## src/rtl/register_arbiter.sv

```systemverilog
// -----------------------------------------------------------------------------
// register_arbiter
//
// Purpose
//   Shares a single-port ADDR_W x DATA_W register file (register_unit) between
//   NUM_REQ requesters. One requester is granted at a time. Its request is
//   driven onto the register file pins. The requester then gets read data and
//   a one-cycle completion pulse. This block is the only driver of the register
//   file's load/addr/data_in pins.
//
//   Every access walks IDLE -> ACCESS -> DONE -> IDLE, one cycle per state.
//   The best case is therefore one access every three cycles.
//
// Configuration
//   REG_ARB_FIXED_PRIO_EN  when defined, the lowest asserted request index
//                          always wins and the round-robin pointer stays at 0.
//                          When undefined (the default), arbitration is
//                          round-robin, starting the scan at the requester
//                          after the last winner.
//
// Parameters
//   NUM_REQ  number of requesters (2..8)
//   ADDR_W   register file address width
//   DATA_W   register file data width
//
// Ports
//   clock        in   system clock, rising-edge active
//   reset        in   synchronous active-high reset
//   req          in   per-requester request, held until done
//   we           in   per-requester write enable (1 = write, 0 = read)
//   addr         in   flattened addresses, requester i at [i*ADDR_W +: ADDR_W]
//   wdata        in   flattened write data, requester i at [i*DATA_W +: DATA_W]
//   gnt          out  one-hot grant, high during ACCESS and DONE
//   done         out  one-hot single-cycle completion pulse (DONE state)
//   rdata        out  shared read data, valid while done is high
//   rf_load      out  register file write strobe (ACCESS, write, not in reset)
//   rf_addr      out  register file address
//   rf_data_in   out  register file write data
//   rf_data_out  in   register file read data, combinational on rf_addr
// -----------------------------------------------------------------------------
module register_arbiter #(
    parameter int NUM_REQ = 4,
    parameter int ADDR_W  = 4,
    parameter int DATA_W  = 8
) (
    input  logic                      clock,
    input  logic                      reset,
    input  logic [NUM_REQ-1:0]        req,
    input  logic [NUM_REQ-1:0]        we,
    input  logic [NUM_REQ*ADDR_W-1:0] addr,
    input  logic [NUM_REQ*DATA_W-1:0] wdata,
    output logic [NUM_REQ-1:0]        gnt,
    output logic [NUM_REQ-1:0]        done,
    output logic [DATA_W-1:0]         rdata,
    output logic                      rf_load,
    output logic [ADDR_W-1:0]         rf_addr,
    output logic [DATA_W-1:0]         rf_data_in,
    input  logic [DATA_W-1:0]         rf_data_out
);

    localparam int PTR_W = (NUM_REQ > 1) ? $clog2(NUM_REQ) : 1;

    typedef enum logic [1:0] {
        IDLE   = 2'd0,
        ACCESS = 2'd1,
        DONE   = 2'd2
    } state_t;

    // -------------------------------------------------------------------------
    // State and registered outputs
    // -------------------------------------------------------------------------
    state_t              state_reg;
    logic [PTR_W-1:0]    ptr_reg;         // round-robin scan start
    logic [PTR_W-1:0]    win_reg;         // latched winner index
    logic                we_reg;          // latched write enable of the winner
    logic [NUM_REQ-1:0]  gnt_reg;
    logic [NUM_REQ-1:0]  done_reg;
    logic [DATA_W-1:0]   rdata_reg;
    logic [ADDR_W-1:0]   rf_addr_reg;     // doubles as the latched address
    logic [DATA_W-1:0]   rf_data_in_reg;  // doubles as the latched write data

    // -------------------------------------------------------------------------
    // Unpack the flattened per-requester buses
    // -------------------------------------------------------------------------
    logic [ADDR_W-1:0]   addr_arr  [NUM_REQ];
    logic [DATA_W-1:0]   wdata_arr [NUM_REQ];

    generate
        for (genvar gi = 0; gi < NUM_REQ; gi++) begin : g_unpack
            assign addr_arr[gi]  = addr[gi*ADDR_W +: ADDR_W];
            assign wdata_arr[gi] = wdata[gi*DATA_W +: DATA_W];
        end
    endgenerate

    // -------------------------------------------------------------------------
    // Winner selection
    // rr_idx[k] is the requester visited k-th in the scan, i.e. (ptr + k) mod
    // NUM_REQ. With fixed priority ptr never leaves 0, so the same scan gives
    // lowest-index-wins.
    // -------------------------------------------------------------------------
    logic [PTR_W-1:0]    rr_idx [NUM_REQ];

    generate
        for (genvar gi = 0; gi < NUM_REQ; gi++) begin : g_scan
            assign rr_idx[gi] = PTR_W'((int'(ptr_reg) + gi) % NUM_REQ);
        end
    endgenerate

    logic                win_found;
    logic [PTR_W-1:0]    win_idx;

    // Scan from the far end back toward ptr. The last hit to be assigned is
    // the one closest to ptr, which is the round-robin winner.
    always_comb begin
        win_found = 1'b0;
        win_idx   = '0;
        for (int k = NUM_REQ - 1; k >= 0; k--) begin
            if (req[rr_idx[k]]) begin
                win_found = 1'b1;
                win_idx   = rr_idx[k];
            end
        end
    end

    // Pointer value after the current winner completes (wraps at NUM_REQ).
    logic [PTR_W-1:0]    ptr_after_win;
    assign ptr_after_win = (win_reg == PTR_W'(NUM_REQ - 1)) ? '0
                                                            : win_reg + PTR_W'(1);

    // One-hot decode of the latched winner.
    logic [NUM_REQ-1:0]  win_onehot;
    assign win_onehot = NUM_REQ'(1) << win_reg;

    // -------------------------------------------------------------------------
    // Control FSM
    // -------------------------------------------------------------------------
    always_ff @(posedge clock) begin
        if (reset) begin
            state_reg      <= IDLE;
            ptr_reg        <= '0;
            win_reg        <= '0;
            we_reg         <= 1'b0;
            gnt_reg        <= '0;
            done_reg       <= '0;
            rdata_reg      <= '0;
            rf_addr_reg    <= '0;
            rf_data_in_reg <= '0;
        end else begin
            case (state_reg)
                IDLE: begin
                    done_reg <= '0;
                    if (win_found) begin
                        // Capture everything now, so later changes on the
                        // request inputs cannot disturb this access.
                        win_reg        <= win_idx;
                        we_reg         <= we[win_idx];
                        rf_addr_reg    <= addr_arr[win_idx];
                        rf_data_in_reg <= wdata_arr[win_idx];
                        gnt_reg        <= NUM_REQ'(1) << win_idx;
                        state_reg      <= ACCESS;
                    end
                end

                ACCESS: begin
                    // The read port is combinational on rf_addr, so the data
                    // is already settled by the end of this cycle.
                    if (!we_reg) begin
                        rdata_reg <= rf_data_out;
                    end
                    done_reg  <= win_onehot;
                    state_reg <= DONE;
                end

                DONE: begin
                    done_reg  <= '0;
                    gnt_reg   <= '0;
`ifdef REG_ARB_FIXED_PRIO_EN
                    ptr_reg   <= '0;
`else
                    ptr_reg   <= ptr_after_win;
`endif
                    state_reg <= IDLE;
                end

                default: begin
                    done_reg  <= '0;
                    gnt_reg   <= '0;
                    state_reg <= IDLE;
                end
            endcase
        end
    end

    // -------------------------------------------------------------------------
    // Outputs
    // rf_load is gated combinationally by reset. A write caught by reset in
    // the middle of ACCESS therefore never reaches the register file.
    // -------------------------------------------------------------------------
    assign rf_load    = (state_reg == ACCESS) & we_reg & ~reset;
    assign rf_addr    = rf_addr_reg;
    assign rf_data_in = rf_data_in_reg;
    assign gnt        = gnt_reg;
    assign done       = done_reg;
    assign rdata      = rdata_reg;

endmodule
```

## config.mk

```make
export PLATFORM = sky130hd
export DESIGN_NAME = register_arbiter
export DESIGN_NICKNAME = d
export VERILOG_FILES = /design/src/rtl/register_arbiter.sv
export SDC_FILE = /design/constraint.sdc
export NUM_CORES = 1
export LEC_CHECK = 0
export ABC_AREA = 1
export CAP_MARGIN = 20
export CORE_MARGIN = 5
export CORE_UTILIZATION = 41
export CTS_CLUSTER_DIAMETER = 60
export CTS_CLUSTER_SIZE = 24
export DETAILED_ROUTE_END_ITERATION = 6
export PLACE_DENSITY = 0.8
export SYNTH_ARGS = -nofsm -noshare
export SYNTH_HDL_FRONTEND = slang
export SYNTH_SLANG_ARGS = --single-unit
```

## constraint.sdc

```tcl
create_clock -name clock -period 2.1 [get_ports clock]
set_clock_uncertainty 0.1 [all_clocks]
set_input_delay 0.315 -clock clock [delete_from_list [all_inputs] [get_ports clock]]
set_output_delay 0.315 -clock clock [all_outputs]
set_load 0.1 [all_outputs]
```

## Word level (Yosys, flattened, before mapping)

Index checks and enable logic that the tools add are counted.

| word-level totals | value |
|---|---|
| register bits | 35 |
| latch bits | 0 |
| memory bits (writable) | 0 |
| bits in read-only memories | 0 |
| input bits | 66 |
| output and inout port bits | 29 |
| logic and storage cells | 65 |
| memories kept | 0 |

| operators by class | value |
|---|---|
| $add $sub $neg | 4 |
| $mul | 0 |
| div/mod/pow operators | 0 |
| $lt $le $gt $ge | 6 |
| eq/ne operators | 4 |
| shift operators | 2 |
| muxes and demuxes | 29 |
| bitwise operators | 6 |
| reduce and logical (&&, ||, !) cells | 5 |

Operators by type and width:

| operator | count |
|---|---|
| $bmux W8 S2 | 1 |
| $mux W8 | 2 |
| $lt A2 B3 Y1 const B | 5 |
| $mux W2 | 6 |
| $mux W4 | 3 |
| $bmux W1 S2 | 5 |
| $mux W1 | 9 |
| $bmux W4 S2 | 1 |
| $pmux W4 S2 | 1 |
| $shl A1 B2 Y4 const A | 2 |
| $reduce_and A2 Y1 | 3 |
| $add A2 B1 Y2 const B | 2 |
| $add A2 B2 Y2 const B | 2 |
| $eq A2 B2 Y1 const B | 2 |
| $pmux W2 S2 | 1 |
| $ge A3 B3 Y1 const B | 1 |
| $not A1 Y1 | 3 |
| $not A2 Y3 | 1 |
| $and A1 B1 Y1 | 2 |
| $eq A2 B1 Y1 const B | 1 |
| $logic_not A2 Y1 | 1 |
| $ne A2 B2 Y1 const B | 1 |
| $reduce_or A2 Y1 | 1 |

## Longest topological paths before layout

| depth | value |
|---|---|
| depth in word-level cells | 11 |
| depth in mapped cells | 17 |
| gate-level depth less buffers | 15 |

## Worst setup path after synthesis

Ideal clock, no wire load.

| timing path | value |
|---|---|
| path type | input to output |
| start | input reset |
| end | output rf_load |
| arrival time | 2.155 ns |
| required time | 1.685 ns |
| setup slack | -0.470 ns |
| stages on the path | 5 |
| path buffers | 2 |
| path through | clkbuf_1 inv_1 clkbuf_1 nand2_1 nor2_1 |

| between the ends | value |
|---|---|
| cells in the longest elaborated chain, start to end | 2 |

Ends and longest elaborated chain:

| what | line | RTL |
|---|---|---|
| from (decl) | 47 | `input logic reset,` |
| $not A1 Y1 | 199 | `assign rf_load = (state_reg == ACCESS) & we_reg & ~reset;` |
| $and A1 B1 Y1 | 199 |  |
| to (decl) | 55 | `output logic rf_load,` |

Every way passes these cells.

## Worst setup path after layout

| timing path | value |
|---|---|
| start | input req[1] |
| end | register rf_data_in_reg[0], in the netlist rf_data_in[0] |

| between the ends | value |
|---|---|
| cells in the longest elaborated chain, start to end | 10 |
| elaborated cells on any way between the ends | 21 |
| those cells by class | mux: 19; bitwise: 1; reduce/logical: 1 |

Ends and longest elaborated chain:

| what | line | RTL |
|---|---|---|
| from (decl) | 48 | `input logic [NUM_REQ-1:0] req,` |
| $bmux W1 S2 | 118 | `if (req[rr_idx[k]]) begin` |
| $mux W1 (implied by the code) | 118 |  |
| $mux W2 (4 in series) | 118 |  |
| $not A2 Y3 (implied by the code) | 158 | `rf_data_in_reg <= wdata_arr[win_idx];` |
| $bmux W8 S2 | 158 |  |
| $mux W8 (implied by the code) (2 in series) | 158 |  |
| to (signal assigned) | 158 |  |
| to (decl) | 80 | `logic [DATA_W-1:0] rf_data_in_reg;` |

Several ways; a longest one is shown, not always the timed one. The select of a mux whose other input is x is not followed.
A chain may end at the register's enable or synchronous reset.

==> impl_metrics.json <==
{
  "status": "finished clean",
  "fin_cells": 486,
  "die_h_um": 80.23,
  "syn-num-nets": 386,
  "crit_required_ns": 2.18,
  "io_buffers": 94,
  "synth_commonest_cells": "nand2_1, nor2_1, nand3_1",
  "criticalPathCategory": "primary input to flop",
  "synth_top_area_frac": 0.3465,
  "clockBufferDepth": 2,
  "worst-path-max-fanout": 24,
  "die_area_um2": 6436,
  "tightest_slew_ns": 0.3050,
  "cts_hold_buf": 0,
  "drive_gt1_frac": 0.1885,
  "power.density_nw_per_um2": 1041,
  "drt_wl_total_um": 5605,
  "critPathTopFamily": "simple AND/OR/NAND/NOR gates",
  "core_area_um2": 4755,
  "globalRouteMet3Util": 0.06166,
  "ios": 95,
  "max_stage_delay_ns": 0.47,
  "place_congestion": 0.8954,
  "diodes": 0,
  "yosysWarnings": 0,
  "insertion_delay_ns": 0.28,
  "cp_num_cells": 13,
  "ys_types": 24,
  "tns_ns": 0,
  "drt_iter0_drc": 123,
  "root_buffer": "clkbuf_8",
  "ant_nets": 0,
  "pre_cts_slack_ns": -0.07146,
  "period_share": 0.8919,
  "critPathArrivalTime_ns": 1.95,
  "synth_area_leaders": "dfxtp_1, nand2_1, nor2_1",
  "vias": 2339,
  "ys_seq_area_frac": 0.3465,
  "p_leak_nw": 1.496,
  "worst_setup_path_end_kind": "flop",
  "area_delta_synth_final_pct": 57.67,
  "crit_top_cell": "nand2_1",
  "post-dp-hpwl_um": 4345,
  "synth_ff_type": "dfxtp_1",
  "yosysTopAreaCell": "dfxtp_1",
  "die_w_um": 80.23,
  "overflow": 0,
  "htreeDepth": 2,
  "whs_ns": 0.3633,
  "drc": 0,
  "rows": 25,
  "initial_core_util": 0.4253,
  "synth-edff-count": 0,
  "fillers": 415,
  "hold_viol": 0,
  "top_usage_layer": "met2",
  "layout_setup_ws_ns": 0.2270,
  "track_usage": 0.1777,
  "ys_ff_latch": 35,
  "grtUsageMet1": 0.2035,
  "clock-sinks": 35,
  "fin_nets": 485,
  "grt_antenna_before_repair": 0,
  "fin_crit_ns": 1.873,
  "min_path_cells": 2,
  "dp.cells": 478,
  "slew_headroom": 0.7954,
  "syn-mean-instance-area_um2": 6.338,
  "cts_tree": "yes",
  "cp_slowest_cell": "clkdlybuf4s50_1",
  "first_global_vias": 2125,
  "reg2reg_depth": 16,
  "p_total_w": 0.003318,
  "path_cells": "clkdlybuf4s50_1 -> inv_1 -> nand2_1 -> nand3_1 -> nand2_1 -> inv_2 -> nand2_1 -> o21ai_1 -> nor2_2 -> buf_12 -> nand3_1 -> nor2_1 -> nor2_1",
  "rsz0062_at_grt": "false",
  "async_reset_ff_frac": 0,
  "clk_pin_slew_worst_paths_ns": 0.07,
  "maxCapViolations": 0,
  "grt_pass1_wl_um": 9080,
  "viasPerCell": 4.813,
  "ir_drop_uv": 615.7,
  "hold_path.class": "flop to flop",
  "drt_pass1_iterations": 4,
  "path_buf_inv": 4,
  "start_kind": "primary input",
  "numCtsBuffers": 5,
  "syn-cell-area_um2": 2022,
  "synth_cells": 319,
  "setup_viol": 0,
  "yosysMostFrequentCell": "nand2_1",
  "wl_per_cell_um": 11.53,
  "fmax_mhz": 533.9,
  "use_met2": 0.3013,
  "slew_viol_final": 0,
  "postCtsSetupBuffers": 0,
  "grt_max_degree": 25
}
[kinds of logic after synthesis]
kind of cell,Yosys count,synth area share
flip-flops,35,0.3465
AO/OA/AOI/OAI,34,0.08911
AND/OR/NAND/NOR,198,0.4387
buffers and inverters,51,0.1194
adder cells (fa/ha/maj),1,0.006187
[worst min-delay path, cell delays in order (launching register included)]
cell and delay (ns):
dfxtp_1 0.31, nand2_1 0.06, a21oi_1 0.05
[layout by cell type (no fill, tap or decap), types with 12 or more instances in the layout]
cell,n
nand3_1,38
o21ai_0,19
nand2_2,13
nor2_1,61
nand4_1,13
nand2_1,65
clkdlybuf4s50_1,65
buf_4,36
inv_1,29
a21oi_1,12
dfxtp_1,34
[stage by stage]
stage | utilization | cell area [µm²]
after floorplan | - | 2029
after global placement | 0.6455 | 3069
after detailed placement | 0.6455 | 3069
after CTS | 0.6703 | 3187
after global routing | 0.6705 | 3188
final | 0.6705 | 3188
[per-layer routing]
metal / part of all wire / vias up
met4: 0.016 / 0
met3: 0.11 / 12
met1: 0.42 / 1011
met5: 0 / -
li1: - / 1209
met2: 0.46 / 107
[area by class of cell]
| type | count | area [µm²] | area share |
|---|---|---|---|
| multi-input combinational | 233 | 1087 | 0.3411 |
| timing repair buffer | 108 | 1061 | 0.3328 |
| sequential | 35 | 701.9 | 0.2202 |
| inverter | 35 | 136.4 | 0.04278 |
| tap | 67 | 83.83 | 0.02630 |
| clock buffer | 6 | 82.58 | 0.02590 |
| clock inverter | 2 | 35.03 | 0.01099 |
[repair_timing]
item,4_1_cts,5_1_grt
endpoints found under the hold margin,0,0
endpoints found under the setup margin,0,16
resized for setup,0,1
[where the power goes]
part,internal [W],leakage [nW],switching [W],total [W]
sequential,0.000780,0.288,0.0000700,0.000849
clock,0.000384,0.0612,0.000241,0.000625
combinational,0.000583,1.15,0.00126,0.00184
[final timing paths]
path,slack [ns],endpoint,start
setup reg to reg,0.24,rf_data_in[0]$_SDFFE_PP0P_,ptr_reg[1]$_SDFFE_PP0N_
setup / recovery,0.23,rf_data_in[0]$_SDFFE_PP0P_,req[1]
hold reg to reg,0.36,rdata[0]$_SDFFE_PP0P_,rdata[0]$_SDFFE_PP0P_
hold / removal,0.36,rdata[0]$_SDFFE_PP0P_,rdata[0]$_SDFFE_PP0P_
Note: power is estimated with default switching activity, not from simulation.
